[src/rtl/t05_least_finder.sv]
// t05_least_finder: scans character counts then tree nodes for the two smallest nonzero entries.
// Define T05_FL_TIMEOUT_EN to abort a READ that waits 255 cycles without rd_valid.
module t05_least_finder #(
  parameter int CHARS = 256
) (
  input  logic        clk,
  input  logic        rst_n,
  input  logic        FL_en,
  input  logic [6:0]  nodeCount,
  output logic        rd_req,
  output logic [8:0]  rd_addr,
  input  logic        rd_valid,
  input  logic [45:0] rd_data,
  output logic [8:0]  least1,
  output logic [8:0]  least2,
  output logic [45:0] sum,
  output logic        FL_done,
  output logic        ERROR
);
  typedef enum logic [1:0] {IDLE, READ, CMP, DONE} state_t;
  localparam logic [7:0] LAST_CHAR = 8'(CHARS - 1);
  localparam logic [8:0] NO_ID = 9'h180;
  state_t r_state, w_next;
  logic [7:0] r_cnt;
  logic r_node, r_v1, r_v2;
  logic [6:0] r_nc;
  logic [45:0] r_data, r_m1, r_m2, w_m1, w_m2;
  logic [8:0] r_id1, r_id2, w_id1, w_id2, w_addr;
  logic w_v1, w_v2, w_last, w_to, w_wrap;
  assign w_addr = r_node ? {2'b10, r_cnt[6:0]} : {1'b0, r_cnt};
  assign w_wrap = !r_node && r_cnt == LAST_CHAR;
  assign w_last = r_node ? (r_cnt[6:0] == r_nc - 7'd1) : (w_wrap && r_nc == 7'd0);
`ifdef T05_FL_TIMEOUT_EN
  logic [7:0] r_to;
  logic r_err;
  always_ff @(posedge clk or negedge rst_n)
    if (!rst_n) begin
      r_to  <= '0;
      r_err <= 1'b0;
    end else begin
      r_to  <= (r_state == READ) ? r_to + 8'd1 : 8'd0;
      r_err <= (w_next == IDLE) ? 1'b0 : (r_err | w_to);
    end
  assign w_to  = r_state == READ && !rd_valid && r_to == 8'd254;
  assign ERROR = r_err;
`else
  assign w_to  = 1'b0;
  assign ERROR = 1'b0;
`endif
  always_ff @(posedge clk or negedge rst_n)
    if (!rst_n) r_state <= IDLE;
    else r_state <= w_next;
  always_comb begin
    w_next = r_state;
    case (r_state)
      IDLE:    w_next = FL_en ? READ : IDLE;
      READ:    w_next = !FL_en ? IDLE : rd_valid ? CMP : w_to ? DONE : READ;
      CMP:     w_next = !FL_en ? IDLE : w_last ? DONE : READ;
      default: w_next = FL_en ? DONE : IDLE;
    endcase
  end
  always_comb begin
    rd_req  = r_state == READ;
    rd_addr = rd_req ? w_addr : '0;
  end
  // strict compares keep the earlier-scanned entry on ties
  always_comb begin
    w_m1 = r_m1;
    w_m2 = r_m2;
    w_id1 = r_id1;
    w_id2 = r_id2;
    w_v1 = r_v1;
    w_v2 = r_v2;
    if (r_state == CMP && r_data != '0) begin
      if (!r_v1 || r_data < r_m1) begin
        w_m1 = r_data;
        w_id1 = w_addr;
        w_v1 = 1'b1;
        w_m2 = r_m1;
        w_id2 = r_id1;
        w_v2 = r_v1;
      end else if (!r_v2 || r_data < r_m2) begin
        w_m2 = r_data;
        w_id2 = w_addr;
        w_v2 = 1'b1;
      end
    end
  end
  always_ff @(posedge clk or negedge rst_n)
    if (!rst_n) begin
      r_cnt <= '0;
      r_node <= 1'b0;
      r_nc <= '0;
      r_data <= '0;
      r_m1 <= '0;
      r_m2 <= '0;
      r_id1 <= '0;
      r_id2 <= '0;
      r_v1 <= 1'b0;
      r_v2 <= 1'b0;
      least1 <= '0;
      least2 <= NO_ID;
      sum <= '0;
      FL_done <= 1'b0;
    end else begin
      FL_done <= w_next == DONE;
      if (r_state == IDLE) begin
        r_cnt <= '0;
        r_node <= 1'b0;
        r_nc <= nodeCount;
        r_v1 <= 1'b0;
        r_v2 <= 1'b0;
      end
      if (r_state == READ && rd_valid) r_data <= rd_data;
      if (r_state == CMP) begin
        r_m1 <= w_m1;
        r_m2 <= w_m2;
        r_id1 <= w_id1;
        r_id2 <= w_id2;
        r_v1 <= w_v1;
        r_v2 <= w_v2;
        r_node <= r_node | w_wrap;
        r_cnt <= w_wrap ? 8'd0 : r_cnt + 8'd1;
      end
      if (r_state != DONE && w_next == DONE) begin
        least1 <= w_v1 ? w_id1 : 9'h000;
        least2 <= w_v2 ? w_id2 : NO_ID;
        sum <= w_v2 ? w_m1 + w_m2 : '0;
      end
    end
endmodule

[config.mk]
export PLATFORM = sky130hd
export DESIGN_NAME = t05_least_finder
export DESIGN_NICKNAME = d
export VERILOG_FILES = /design/src/rtl/t05_least_finder.sv
export SDC_FILE = /design/constraint.sdc
export NUM_CORES = 1
export LEC_CHECK = 0
export CAP_MARGIN = 20
export CORE_UTILIZATION = 35
export CTS_BUF_LIST = sky130_fd_sc_hd__clkbuf_4
export CTS_CLUSTER_DIAMETER = 30
export DETAILED_ROUTE_END_ITERATION = 6
export DONT_BUFFER_PORTS = 1
export GPL_TIMING_DRIVEN = 0
export PLACE_DENSITY = 0.49
export SLEW_MARGIN = 0
export SYNTH_ARGS = -nofsm -noshare
export SYNTH_HDL_FRONTEND = slang
export SYNTH_SLANG_ARGS = --single-unit
[constraint.sdc]
create_clock -name clk -period 6.7 [get_ports clk]
set_input_delay 1.34 -clock clk [delete_from_list [all_inputs] [get_ports clk]]
set_output_delay 1.34 -clock clk [all_outputs]
set_load 0.01 [all_outputs]
==> insert_results.sql, run 1 <==
INSERT INTO impl_metrics (metric_group, metric, value, unit) VALUES
('synth', 'synth_seq_cells', '241', ''),
('routing', 'post_drt_via_cell_ratio', '5.56', ''),
('critical_path', 'timing.rr.start', 'r_data[29]', ''),
('finish', 'n_fill_cell', '4282', ''),
('routing', 'detail_route.drc_violations', '0', ''),
('synth', 'synthesis.area', '15000', 'sq um'),
('routing', 'routed_wirelength', '47100', 'microns'),
('synth', 'synth_cell_types', '68', ''),
('routing', 'drt.antenna.violating_nets', '0', ''),
('global_route', 'wire_length_of_the_first_global_routing_pass', '73300', 'microns'),
('sta', 'clock_skew', '0.0605', 'ns'),
('routing', 'detail_route.first_pass.iterations', '7', ''),
('global_route', 'grt_max_degree', '242', ''),
('critical_path', 'crit_type', 'reg2reg', ''),
('die', 'io-pin-count', '133', ''),
('clock_tree', 'clock_tree.root_cell', 'clkbuf_4', ''),
('global_route', 'grt_overflow_total', '0', ''),
('sta', 'final.min_clock_period', '6.36', 'ns'),
('die', 'dieArea', '43700', 'sq um'),
('finish', 'fin_nets', '1829', ''),
('job', 'cap_viol_max_count', '0', ''),
('routing', 'drt_iter0_markers', '878', ''),
('clock_tree', 'clock_latency_on_the_worst_skew_pair', '0.82', 'ns'),
('critical_path', 'timing.critical_path.fanout_max', '10', ''),
('clock_tree', 'cts.htree.levels', '3', ''),
('finish', 'post-route-util', '0.400', ''),
('place', 'placement.cell_area', '15700', 'sq um'),
('critical_path', 'timing.critical_path.from_type', 'flip-flop', ''),
('synth', 'synth-edff-count', '0', ''),
('clock_tree', 'cts_inserted_buffers', '81', ''),
('critical_path', 'worst-endpoint-arrival', '7.00', 'ns'),
('sta', 'grt_setup_unrepaired', 'no', ''),
('critical_path', 'worstRegToRegCells', '24', ''),
('finish', 'seq_area', '6030', 'sq um'),
('clock_tree', 'cts.sink_count', '241', ''),
('worst_hold_path', 'holdCritPathClass', 'in2async', ''),
('sta', 'timing.slew.headroom', '0.269', ''),
('finish', 'layout.cells.most_common_list', 'dfrtp_1, a21oi_1, mux2_2, ha_1, inv_1', ''),
('pwr', 'power.ir.vdd_worst', '0.162', 'mV'),
('critical_path', 'worstReg2RegEnd', 'sum[29]', ''),
('finish', 'area_growth', '12.3', '%'),
('clock_tree', 'cts_tree', 'done', ''),
('synth', 'count_of_mapped_cells_out_of_synthesis', '1550', ''),
('sta', 'final-setup-viol-count', '0', ''),
('sta', 'timing.hold.ws', '0.225', 'ns'),
('finish', 'drive_above_1_share', '0.199', ''),
('die', 'dieHeight', '209', 'microns'),
('global_route', 'number_of_global_route_vias_before_repair', '12500', ''),
('synth', 'synth_nets', '1745', ''),
('status', 'status', 'finished clean', ''),
('place', 'dp_cells', '2089', ''),
('critical_path', 'setup_slack_reg_to_reg', '0.34', 'ns'),
('synth', 'ys_seq_area_frac', '0.402', ''),
('sta', 'drv_slew', '0', ''),
('routing', 'routed-via-count', '12400', ''),
('pwr', 'totalPowerFinal', '7.08', 'mW'),
('synth', 'synth.yosys.warnings', '0', ''),
('die', 'die_width', '209', 'microns'),
('finish', 'post-route-cell-area', '16900', 'sq um'),
('finish', 'finished_layout_cells', '2238', ''),
('pwr', 'static-leakage-power', '7.88', 'nW'),
('routing', 'wl_per_cell', '21.0', 'microns'),
('clock_tree', 'clk_transition_reported_paths', '0.06', 'ns'),
('die', 'std_cell_rows', '75', ''),
('sta', 'fmax', '157', 'MHz'),
('die', 'starting_density_of_the_core', '0.356', ''),
('synth', 'synth_flop_cell', 'dfrtp_1', ''),
('synth', 'synth_async_sr_flop_share', '1.00', ''),
('synth', 'synth_area_per_cell', '9.69', 'sq um'),
('place', 'gp_congestion', '0.871', ''),
('finish', 'layout_commonest_cell', 'dfrtp_1', ''),
('place', 'post-dp-hpwl', '34800', 'microns'),
('sta', 'worst_pin_slew', '1.09', 'ns'),
('finish', 'multiInputGateArea', '8360', 'sq um'),
('clock_tree', 'buffer_depth_of_the_longest_clock_path', '3', ''),
('sta', 'layout_worst_path_cycle_share', '0.949', ''),
('sta', 'final-hold-violation-count', '0', ''),
('critical_path', 'required', '7.34', 'ns'),
('global_route', 'grt_antenna_before_repair', '3', ''),
('die', 'placeableCoreArea', '42100', 'sq um'),
('pwr', 'power.density_cell_area', '420', 'nW/um^2'),
('place', 'place.port_buffers', '0', ''),
('critical_path', 'critPathCaptureType', 'flip-flop', ''),
('global_route', 'grtUsageTotal', '0.219', '');
## per-stage QoR
step	TNS [ns]	worst slack, ns
2_1_floorplan	0	1.40
3_3_place_gp	-9.95	-0.998
3_5_place_dp	-10.78	-1.01
4_1_cts	0	0.00353
5_1_grt	0	0.0148
6_report	0	0.339
## power breakdown
group	switching, mW	internal, mW
Combinational	2.04	1.49
Clock	0.708	0.785
Sequential	0.307	1.76
Total	3.05	4.03
## layout make-up
| cell class | instances | area share |
|---|---|---|
| Multi-Input combinational cell | 1111 | 0.496 |
| Sequential cell | 241 | 0.358 |
| Clock buffer | 114 | 0.0508 |
| Tap cell | 539 | 0.0400 |
| Inverter | 122 | 0.0272 |
| Buffer | 76 | 0.0200 |
| Clock inverter | 29 | 0.00742 |
| Antenna cell | 5 | 0.000742 |
| Timing Repair Buffer | 1 | 0.000445 |
## per-layer routing
layer	up-vias	track usage	wire [microns]
li1	5905	-	-
met1	6070	0.291	21300
met2	372	0.333	21200
met3	97	0.0598	3040
met4	0	0.0981	1460
met5	-	0	0
## worst max-delay path by stage
stage	start	endpoint	slack [ns]	cells after the start
after floorplan	r_data[28]	sum[38]	1.40	21
after global placement	r_data[4]	sum[29]	-1.0	22
after global routing	r_data[44]	sum[44]	0.01	23
final	r_data[29]	sum[29]	0.34	24
after detailed placement	r_data[4]	sum[29]	-1.01	22
after CTS	r_data[29]	sum[45]	0.004	23
## logic make-up (layout without fill, tap and decap cells)
logic type / Yosys count / after routing / synth area share
flip-flops: 241 / 241 / 0.402
other: 1 / 6 / 0.000250
AO/OA/AOI/OAI: 476 / 476 / 0.194
AND/OR/NAND/NOR: 301 / 301 / 0.101
XOR/XNOR: 44 / 44 / 0.0257
adder cells (fa/ha/maj): 138 / 138 / 0.115
multiplexers: 151 / 151 / 0.112
buffers and inverters: 198 / 342 / 0.0501
## synthesized netlist by cell type (all sizes together), types with 19 or more instances
cell type | number | area (sq um)
nand2 | 112 | 420
clkbuf | 61 | 229
nand3 | 22 | 110
xor2 | 19 | 166
a21oi | 179 | 896
a21o | 36 | 270
o21ai | 104 | 521
ha | 137 | 1710
inv | 122 | 458
o22ai | 48 | 300
dfrtp | 239 | 5980
xnor2 | 25 | 219
nand4 | 26 | 163
nor2 | 37 | 139
mux2 | 140 | 1580
## registers in the layout, summed over array words and instances (netlist names), 8 cells and up
name	cells
least1	9
least2	9
r_cnt	8
r_data	46
r_id1	9
r_id2	9
r_m1	46
r_m2	46
sum	46
## worst max-delay path, stage by stage (launching register included)
cell      delay [ns]
dfrtp_1         0.49
ha_1            0.38
nand4_1         0.22
nor2_1          0.11
a221oi_2        0.33
a31oi_2         0.16
a21oi_1         0.18
nand2_1         0.15
or3_1           0.36
buf_2           0.22
buf_6           0.19
clkbuf_4        0.22
o22ai_1         0.22
a21oi_1         0.09
ha_1            0.28
clkbuf_1        0.18
a21oi_1         0.17
o21ai_0         0.14
a211oi_2        0.40
nand2_1         0.28
a21bo_2         0.30
a41o_1          0.31
a311oi_4        0.53
xor2_1          0.22
o21ai_0         0.09
## timing repair
action                                  4_1_cts  5_1_grt
hold buffers                                  0        0
endpoints found under the setup margin       26       18
gates resized for setup                      21       36
buffers inserted                              0        1
pin swaps                                     0        3
Power figures use the tool's default switching activity.
==> inputs of run 2 (changes only) <==
- CELL_PAD_IN_SITES_DETAIL_PLACEMENT: default -> 1
- CELL_PAD_IN_SITES_GLOBAL_PLACEMENT: default -> 1
- PLACE_DENSITY: 0.49 -> 0.59
==> insert_results.sql, run 2 (synthesis results as in run 1) <==
INSERT INTO impl_metrics (metric_group, metric, value, unit) VALUES
('clock_tree', 'cts_inserted_buffers', '83', ''),
('sta', 'drv_slew', '0', ''),
('routing', 'wl_per_cell', '22.0', 'microns'),
('pwr', 'pwr-share-seq', '0.279', ''),
('clock_tree', 'buffer_depth_of_the_longest_clock_path', '3', ''),
('place', 'place.port_buffers', '0', ''),
('finish', 'layout.cells.most_common_list', 'dfrtp_1, a21oi_1, mux2_2, ha_1, inv_1', ''),
('global_route', 'grt_max_degree', '242', ''),
('finish', 'area_growth', '13.5', '%'),
('critical_path', 'worst-endpoint-arrival', '7.07', 'ns'),
('die', 'dieArea', '43700', 'sq um'),
('sta', 'timing.hold.ws', '0.220', 'ns'),
('global_route', 'wire_length_of_the_first_global_routing_pass', '78200', 'microns'),
('global_route', 'grt_antenna_before_repair', '5', ''),
('clock_tree', 'cts_tree', 'done', ''),
('worst_hold_path', 'holdCritPathClass', 'in2async', ''),
('place', 'placement.cell_area', '15700', 'sq um'),
('critical_path', 'timing.critical_path.fanout_max', '10', ''),
('pwr', 'totalPowerFinal', '7.42', 'mW'),
('finish', 'post-route-cell-area', '17000', 'sq um'),
('clock_tree', 'clock_latency_on_the_worst_skew_pair', '0.84', 'ns'),
('routing', 'drt_iter0_markers', '555', ''),
('pwr', 'proportion_of_total_power_due_to_net_switching', '0.432', ''),
('sta', 'layout_worst_path_cycle_share', '0.950', ''),
('critical_path', 'worstReg2RegEnd', 'sum[44]', ''),
('routing', 'routed_wirelength', '49600', 'microns'),
('global_route', 'number_of_global_route_vias_before_repair', '13400', ''),
('die', 'starting_density_of_the_core', '0.356', ''),
('pwr', 'power.ir.vdd_worst', '0.185', 'mV'),
('die', 'std_cell_rows', '75', ''),
('pwr', 'power.density_cell_area', '435', 'nW/um^2'),
('clock_tree', 'clk_transition_reported_paths', '0.06', 'ns'),
('clock_tree', 'clock_tree.root_cell', 'clkbuf_4', ''),
('status', 'status', 'finished clean', ''),
('routing', 'routed-via-count', '12500', ''),
('sta', 'fmax', '157', 'MHz'),
('critical_path', 'worstRegToRegCells', '22', ''),
('global_route', 'grtUsageTotal', '0.234', ''),
('pwr', 'static-leakage-power', '7.96', 'nW'),
('place', 'gp_congestion', '0.885', ''),
('finish', 'drive_above_1_share', '0.200', ''),
('sta', 'worst_pin_slew', '1.04', 'ns'),
('routing', 'post_drt_via_cell_ratio', '5.56', ''),
('die', 'die_width', '209', 'microns'),
('die', 'dieHeight', '209', 'microns'),
('pwr', 'net-switching-power', '3.20', 'mW'),
('clock_tree', 'cts-hold-fix-buffers', '0', ''),
('pwr', 'power.share.clock', '0.232', ''),
('critical_path', 'timing.rr.start', 'r_data[29]', ''),
('critical_path', 'setup_slack_reg_to_reg', '0.33', 'ns'),
('critical_path', 'startpoint', 'r_data[29]', ''),
('finish', 'layout_commonest_cell', 'dfrtp_1', ''),
('die', 'placeableCoreArea', '42100', 'sq um'),
('sta', 'final.min_clock_period', '6.37', 'ns'),
('finish', 'post-route-util', '0.405', ''),
('sta', 'final-hold-violation-count', '0', ''),
('routing', 'detail_route.first_pass.iterations', '5', ''),
('critical_path', 'crit_path_end', 'sum[44]', ''),
('job', 'cap_viol_max_count', '0', ''),
('clock_tree', 'cts.sink_count', '241', ''),
('critical_path', 'critPathCaptureType', 'flip-flop', ''),
('pwr', 'combPwrFrac', '0.489', ''),
('critical_path', 'timing.critical_path.from_type', 'flip-flop', ''),
('sta', 'tns', '0', 'ns'),
('die', 'io-pin-count', '133', ''),
('sta', 'final-setup-viol-count', '0', ''),
('finish', 'fin_nets', '1831', ''),
('critical_path', 'required', '7.40', 'ns'),
('sta', 'clock_skew', '0.0426', 'ns'),
('clock_tree', 'cts.htree.levels', '3', ''),
('sta', 'grt_setup_unrepaired', 'no', ''),
('routing', 'drt.antenna.violating_nets', '0', ''),
('sta', 'timing.slew.headroom', '0.306', ''),
('critical_path', 'crit_type', 'reg2reg', ''),
('global_route', 'grt_overflow_total', '0', ''),
('pwr', 'intPower', '4.21', 'mW'),
('place', 'post-dp-hpwl', '36600', 'microns'),
('routing', 'detail_route.drc_violations', '0', '');
## run 2: timing repair
item,4_1_cts,5_1_grt
pin swaps,0,7
gates resized for setup,28,33
hold endpoints to repair,0,0
setup buffers,0,0
setup endpoints to repair,27,22
## run 2: worst min-delay path by stage
| stage | cells past startpoint | to | start | slack, ns |
|---|---|---|---|---|
| floorplan | 2 | r_id1[0] | r_id1[0] | 0.46 |
| global placement | 2 | r_id1[5] | r_id1[5] | 0.48 |
| detailed placement | 2 | least2[7] | least2[7] | 0.50 |
| CTS | 0 | r_m2[32] | rst_n | 0.13 |
| global route | 0 | sum[20] | rst_n | 0.10 |
| finish | 0 | sum[20] | rst_n | 0.22 |
## run 2: area by class of cell
cell class,count,area [sq um]
fill,4803,25100
tap,539,674
timing repair buffer,1,11.3
inverter,122,458
clock buffer,106,796
antenna,6,15.0
multi-input combinational,1111,8390
buffer,76,339
clock inverter,47,330
sequential,241,6040
## run 2: critical path, stage by stage, from the launching register on
cell       delay, ns
dfrtp_1         0.51
ha_1            0.37
and4_1          0.22
and2_1          0.25
o2111ai_1       0.29
o2111a_2        0.39
o21ai_0         0.23
clkbuf_4        0.28
buf_4           0.27
buf_4           0.27
o22ai_1         0.13
a21oi_1         0.15
ha_1            0.22
fa_1            0.23
a21o_1          0.19
a221o_1         0.30
o221ai_4        0.16
or3_1           0.45
a21o_4          0.26
a2111oi_4       0.49
o211ai_1        0.21
a222oi_1        0.28
nor2_1          0.09
## run 2: power groups by stage
| stage | registers [mW] | clock network, mW | logic [mW] |
|---|---|---|---|
| after floorplan | 1.96 | 0 | 2.62 |
| after global placement | 2.08 | 0 | 3.43 |
| after detailed placement | 2.09 | 0 | 3.50 |
| after CTS | 2.07 | 1.79 | 3.57 |
| after global routing | 2.12 | 1.87 | 4.07 |
| final | 2.07 | 1.72 | 3.63 |
## run 2: metal layers
| metal | GRT usage | wire length [microns] | vias to the layer above |
|---|---|---|---|
| li1 | - | - | 5900 |
| met1 | 0.300 | 22500 | 6267 |
| met2 | 0.374 | 22800 | 249 |
| met3 | 0.0693 | 2920 | 89 |
| met4 | 0.0834 | 1350 | 2 |
| met5 | 0 | 13 | - |
## run 2: metrics by stage
step,cells,setup WS (ns)
detailed placement,2089,-0.890
floorplan,1550,1.40
CTS,2242,0.00995
finish,2249,0.335
global route,2248,0.0180
global placement,2089,-0.850
